`src/rtl/serial_subtractor.sv`:
```
`default_nettype none
// ============================================================================
// Module   : serial_subtractor
// Purpose  : Bit-serial two's-complement subtractor. Computes a - b one bit
//            per clock, LSB first, using a single full-adder cell fed with
//            a and ~b plus a carry flip-flop preset to 1 (the +1 of the
//            negation). Reports the WIDTH-bit difference, a borrow flag and
//            a one-cycle done pulse.
// Ports    : clk    - rising-edge clock
//            rst    - asynchronous active-high reset
//            start  - request, sampled only while idle
//            a, b   - minuend / subtrahend, captured on the accepting edge
//            busy   - high while bits are being processed
//            done   - one-cycle completion pulse
//            diff   - (a - b) mod 2^WIDTH, held until the next completion
//            borrow - 1 when a < b (unsigned), held with diff
// Revision : 1.0 - initial release
// ============================================================================
module serial_subtractor #(
    parameter int WIDTH = 8
) (
    input  logic             clk,
    input  logic             rst,
    input  logic             start,
    input  logic [WIDTH-1:0] a,
    input  logic [WIDTH-1:0] b,
    output logic             busy,
    output logic             done,
    output logic [WIDTH-1:0] diff,
    output logic             borrow
);

    localparam int                 CNT_W  = $clog2(WIDTH + 1);
    localparam logic [CNT_W-1:0]   c_LAST = CNT_W'(WIDTH - 1);
    localparam logic [CNT_W-1:0]   c_ONE  = CNT_W'(1);

    typedef enum logic [1:0] {
        ST_IDLE = 2'd0,
        ST_RUN  = 2'd1,
        ST_DONE = 2'd2
    } state_t;

    state_t             r_state;
    logic [WIDTH-1:0]   r_sa;
    logic [WIDTH-1:0]   r_sb;
    logic [WIDTH-1:0]   r_sd;
    logic               r_c;
    logic [CNT_W-1:0]   r_cnt;
    logic               r_busy;
    logic               r_done;
    logic [WIDTH-1:0]   r_diff;
    logic               r_borrow;

    logic               w_s;
    logic               w_c_next;
    logic               w_nb;
    logic [WIDTH-1:0]   w_sd_next;

    // Full-adder cell: a + ~b + carry, with carry seeded to 1 on accept.
    assign w_nb     = ~r_sb[0];
    assign w_s      = r_sa[0] ^ w_nb ^ r_c;
    assign w_c_next = (r_sa[0] & w_nb) | (r_sa[0] & r_c) | (w_nb & r_c);

    // Result shift register: new sum bit enters at the MSB. A one-bit build
    // has nothing to shift, so the sum bit is the whole result.
    generate
        if (WIDTH == 1) begin : g_sd_single
            assign w_sd_next = w_s;
        end else begin : g_sd_multi
            assign w_sd_next = {w_s, r_sd[WIDTH-1:1]};
        end
    endgenerate

    always_ff @(posedge clk or posedge rst) begin
        if (rst) begin
            r_state  <= ST_IDLE;
            r_sa     <= '0;
            r_sb     <= '0;
            r_sd     <= '0;
            r_c      <= 1'b0;
            r_cnt    <= '0;
            r_busy   <= 1'b0;
            r_done   <= 1'b0;
            r_diff   <= '0;
            r_borrow <= 1'b0;
        end else begin
            case (r_state)
                ST_IDLE: begin
                    r_done <= 1'b0;
                    if (start) begin
                        r_sa    <= a;
                        r_sb    <= b;
                        r_sd    <= '0;
                        r_c     <= 1'b1;
                        r_cnt   <= '0;
                        r_busy  <= 1'b1;
                        r_state <= ST_RUN;
                    end
                end
                ST_RUN: begin
                    r_sa  <= r_sa >> 1;
                    r_sb  <= r_sb >> 1;
                    r_sd  <= w_sd_next;
                    r_c   <= w_c_next;
                    r_cnt <= r_cnt + c_ONE;
                    if (r_cnt == c_LAST) begin
                        // Final carry out of a + ~b + 1 is 1 exactly when a >= b.
                        r_diff   <= w_sd_next;
                        r_borrow <= ~w_c_next;
                        r_busy   <= 1'b0;
                        r_done   <= 1'b1;
                        r_state  <= ST_DONE;
                    end
                end
                ST_DONE: begin
                    r_done  <= 1'b0;
                    r_state <= ST_IDLE;
                end
                default: begin
                    r_busy  <= 1'b0;
                    r_done  <= 1'b0;
                    r_state <= ST_IDLE;
                end
            endcase
        end
    end

    assign busy   = r_busy;
    assign done   = r_done;
    assign diff   = r_diff;
    assign borrow = r_borrow;

endmodule
`default_nettype wire

```
`config.mk`:
```
export PLATFORM = sky130hd
export DESIGN_NAME = serial_subtractor
export DESIGN_NICKNAME = d
export VERILOG_FILES = /design/src/rtl/serial_subtractor.sv
export SDC_FILE = /design/constraint.sdc
export NUM_CORES = 1
export LEC_CHECK = 0
export CAP_MARGIN = 5
export CORE_UTILIZATION = 35
export CTS_BUF_LIST = sky130_fd_sc_hd__clkbuf_16
export DETAILED_ROUTE_END_ITERATION = 10
export HOLD_SLACK_MARGIN = 0.1
export PLACE_DENSITY = 0.67
export SETUP_SLACK_MARGIN = 0.5
export SLEW_MARGIN = 20
export SYNTH_ARGS = -nofsm -noshare
export SYNTH_HDL_FRONTEND = slang
export SYNTH_SLANG_ARGS = --single-unit
```
`constraint.sdc`:
```
create_clock -name clk -period 3.6 [get_ports clk]
set_input_delay 0.72 -clock clk [delete_from_list [all_inputs] [get_ports clk]]
set_output_delay 0.72 -clock clk [all_outputs]
set_load 0.05 [all_outputs]
```
[After elaboration in Yosys (flattened, before gate mapping)]
Cells that the tools add are included.
Cells by class
  $add $sub $neg: 1
  equal/unequal tests: 5
  multiplexer cells: 17
  bitwise operators: 10
  reductions and logical operators: 6
Operators with widths (count)
  one-hot mux 8 bit (2 select lines): 3
  two-way mux 8 bit: 3
  one-hot mux 4 bit (2 select lines): 1
  AND reduction 2 bit: 3
  adder 4 x 1 -> 4 bit, second input constant: 1
  equality test 4 x 3 -> 1 bit, second input constant: 1
  two-way mux 1 bit: 4
  two-way mux 2 bit: 2
  two-way mux 4 bit: 1
  inequality test 2 bit, second input constant: 2
  one-hot mux 2 bit (2 select lines): 1
  bitwise AND 1 bit: 3
  NOT 1 bit: 3
  one-hot mux 1 bit (3 select lines): 1
  AND reduction 3 bit: 1
  equality test 2 x 1 -> 1 bit, second input constant: 1
  equality test 2 bit, second input constant: 1
  zero test 2 bit: 1
  OR 1 bit: 2
  one-hot mux 1 bit (2 select lines): 1
  nonzero test 2 bit: 1
  XOR 1 bit: 2
Storage, ports and cells
  register bits after elaboration: 42
  input port bits: 19
  output and inout port bits: 11
  logic and storage cells: 49

[Depth between registers and ports, before layout]
  depth after elaboration: 5
  mapped depth: 5
  gate-level depth less buffers: 4

[Worst setup path before layout]
No wires, ideal clock.
  path kind: reg2reg
  from: reg r_cnt[0]
  to: reg r_diff[0], in the netlist diff[0]
  library setup time: 0.125 ns
  arrival: 1.386 ns
  required time: 3.475 ns
  slack: 2.089 ns
  stages on the path, launching flop included: 6
  path buffers: 1
  clock period less this slack: 1.511 ns
  path through: dfrtp_1 ha_1 and3b_4 and2_4 buf_12 mux2_4
On the way
  longest elaborated chain between the ends: 2
Ends and longest elaborated chain
  start, declared: RTL line 48  | logic [CNT_W-1:0] r_cnt;
  start signal, assigned: RTL line 105  | r_cnt <= r_cnt + c_ONE;
  equality test 4 x 3 -> 1 bit: RTL line 106  | if (r_cnt == c_LAST) begin
  AND reduction 2 bit (no source line)
  end signal, assigned: RTL line 108  | r_diff <= w_sd_next;
  end, declared: RTL line 51  | logic [WIDTH-1:0] r_diff;
No other way between the ends.
A chain may end at the register's enable or synchronous reset.

[Worst setup path in the final report]
  from: in start
  to: reg r_cnt[2]
On the way
  longest elaborated chain between the ends: 2
Ends and longest elaborated chain
  start, declared: RTL line 24  | input logic start,
  inequality test 2 bit (no source line)
  AND reduction 2 bit (no source line)
No other way between the ends.

==> run metrics <==
Warnings, synthesis=0; distinct cell type count of the synthesized netlist=29; Clock Sink Count=41; Switching Share=36.37%; Syn-to-layout area delta=25.96%; Period minus WS final=roughly 2.2 ns; Total Power Consumption=1.967 mW; Clk network pwr share=between 20% and 30%; Pwr per Cell Area=~850 mW/mm^2; remaining design rule violation count=0; depth of the CTS H-tree=2; area used by multi-input combinational logic=~720 um^2; router iterations before antenna repair=4; Skew-Pair Late Insertion Delay=0.28 ns; WL/cell=about 13 um; number of standard cells in the final layout excluding fillers=252; number of hold buffers added after cts=0; largest fanout on the critical path=17; Setup-failing EPs final=0; via count=~1,200; startpoint type of the worst setup path=input port; ratio of final minimum period to clock period=a little over 60%; global route total overflow=0; setup TNS after final layout=0 ns; total instance count after detailed placement=244; final standard cell area without fillers=between 0.002 and 0.0025 mm^2; post-detailed-placement cell area=about 0.0022 mm^2; drt total wl=3307 um; Net Switching=0.7154 mW; CP endpoint kind=flip-flop; number of global-route vias before repair=approximately 1,200; async set or reset register ratio after synthesis=100.0%; cell internal power dissipation=between 1 and 1.5 mW; count of max-cap constraint violations=0; dpl hpwl=between 2000 and 2500 um; number of cells produced by synthesis=about 150; endpoint arrival time on the critical path=~2.4 ns; number of nets in the final layout=approximately 210; max-slew violation count=0; number of antenna violations at the first check in global routing=0; hold path cells=1; initial core utilization=between 30% and 40%; startpoint of the worst-slack reg-to-reg timing path=r_state[1]; critical path type=in -> reg; total CTS buffers=5; static power due to leakage=1.077 nW; register area share after synthesis=56.16%; Sequential cell area=around 0.0010 mm^2; part of the power in combinational logic=between 40% and 50%; per-instance average area after synthesis=between 10 and 15 um^2; Seq pwr share=around two fifths; clock tree root driver cell=sky130_fd_sc_hd__clkbuf_16; Filler Cells Inserted=458; Post-synth EDFFs=0; Chip Height=approximately 74 um; vias per std cell=between 4 and 5; worst endpoint required time=3.82 ns; worst setup skew after layout=~0.0031 ns; slew at the pin closest to its max-slew limit=approximately 0.9 ns; GPL Wtd Cong=approximately 0.8; maximum ir drop on the vdd rail=about 0.24 mV; setup slack after placement=roughly 1.1 ns; area of the core=0.004880 mm^2; number of cells on the worst reg-to-reg path=4; cell taking the most area after synthesis=sky130_fd_sc_hd__dfrtp_1; mapped cell area=~0.0018 mm^2; flops & latches, synth=41; most common cell in the synthesized netlist=sky130_fd_sc_hd__dfrtp_1; die area=0.005512 mm^2; Final Hold Viols=0; IO Pins=30; number of core rows=25; Commonest cells post-synth=41 x sky130_fd_sc_hd__dfrtp_1, 17 x sky130_fd_sc_hd__a21oi_1, 15 x sky130_fd_sc_hd__nand2_1; startpoint of the lowest-slack hold path=busy; Synth area leaders=sky130_fd_sc_hd__dfrtp_1 56%, sky130_fd_sc_hd__and3b_1 6.7%, sky130_fd_sc_hd__mux2_4 6.6%, sky130_fd_sc_hd__a22o_1 5.3%, sky130_fd_sc_hd__a21oi_1 4.7%; Primary FF master, synth=sky130_fd_sc_hd__dfrtp_1; status=finished, final reports clean; number of buffers on the longest clock path=2; CTS tree=yes; Detail Route Antenna Nets=0; maximum number of pins on one net before global-route repair=38; RSZ-0062 raised after global routing=false; IO buf count=29; overall global routing resource usage=14.27%; wire length of the first global-routing pass=5644 um; width of the die=~74 um; fraction of final layout cells with drive strength greater than 1=a little under an eighth; post-cts repair resize count=0; Mapped Nets=175; Ant. Diodes=0; Max Clk Rate=0.4592 GHz; worst flop-to-flop path endpoint=diff[6]; reg2reg setup slack=roughly 1.9 ns; clk slew on worst S/H paths=around 0.050 ns; top-area cell type share of the netlist area=between 50% and 60%; worst min-delay path endpoint=busy; type of the tightest min-delay check=reg -> reg; final setup margin=1.422 ns; starting DRC count in detailed routing=53; max-slew headroom at the worst pin=between 30% and 40%; postcts setup bufs=0
-- how the worst max path moves through the flow --
| stage | startpoint | endpoint |
|---|---|---|
| after floorplan | rst | borrow |
| after global placement | start | r_sa[7] |
| after detailed placement | start | r_sb[4] |
| after CTS | diff[2] | diff[2] |
| after global routing | start | r_cnt[0] |
| final | start | r_cnt[2] |
-- power by group through the flow --
stage               combinational (mW)  clock (mW)  sequential (mW)
global route                     0.863       0.436            0.794
detailed placement               0.803           0            0.776
CTS                              0.801       0.423            0.770
finish                           0.791       0.408            0.768
floorplan                        0.415           0            0.936
global placement                 0.782           0            0.773
-- state kept, by name, indices dropped and copies added, names as in the netlist --
name / cells
borrow: 1
busy: 1
diff: 8
done: 1
r_c: 1
r_cnt: 4
r_sa: 8
r_sb: 8
r_sd: 7
r_state: 2
-- placed cells by master, fill, tap and decap left out, types with 2 or more instances in the layout --
| master | count |
|---|---|
| sky130_fd_sc_hd__a21oi_1 | 17 |
| sky130_fd_sc_hd__clkbuf_16 | 5 |
| sky130_fd_sc_hd__inv_1 | 5 |
| sky130_fd_sc_hd__o21ai_1 | 5 |
| sky130_fd_sc_hd__nand2b_1 | 2 |
| sky130_fd_sc_hd__and3b_1 | 14 |
| sky130_fd_sc_hd__nor2_1 | 4 |
| sky130_fd_sc_hd__a22o_1 | 11 |
| sky130_fd_sc_hd__mux2_4 | 8 |
| sky130_fd_sc_hd__buf_4 | 5 |
| sky130_fd_sc_hd__o21ai_0 | 10 |
| sky130_fd_sc_hd__clkdlybuf4s50_1 | 29 |
| sky130_fd_sc_hd__nand2_1 | 15 |
| sky130_fd_sc_hd__dfrtp_1 | 41 |
-- final cells by class --
cell class / instances / area share (%)
clock buffers: 5 / 5.438
clock inverters: 3 / 0.4894
inverters: 2 / 0.3263
multi-input cells: 100 / 31.27
flip-flops and latches: 41 / 44.59
well taps: 67 / 3.643
repair buffers: 34 / 14.25
-- per-stage QoR --
step / util [%] / hold WS [ns]
after floorplan: - / 0.4454
after global placement: 44.36 / 0.4622
after detailed placement: 44.36 / 0.4693
after CTS: 47.15 / 0.4814
after global routing: 47.15 / 0.5068
final: 47.15 / 0.4771
-- cells by family (layout without fill, tap and decap cells) --
family / count (synthesis) / after routing / synth area share, %
AOI/OAI and AO/OA: 49 / 49 / 16.71
adders and majority gates: 2 / 2 / 1.781
buffers and inverters: 13 / 44 / 4.452
DFF: 41 / 41 / 56.16
muxes: 9 / 9 / 7.124
and+or+nand+nor: 40 / 40 / 13.77
-- worst max-delay path, stage by stage --
cell	delay [ns]
sky130_fd_sc_hd__clkdlybuf4s50_1	0.67
sky130_fd_sc_hd__o21bai_2	0.53
sky130_fd_sc_hd__buf_4	0.30
sky130_fd_sc_hd__a22o_1	0.16
-- metal layers --
metal  wire length [um]  GRT usage, %  vias to the layer above
met5                  0             0                        -
met4                 61         7.547                        0
met3                159         5.420                        7
met2               1481         20.71                       32
met1               1604         18.53                      584
li1                   -             -                      611
Power figures use the tool's default switching activity.
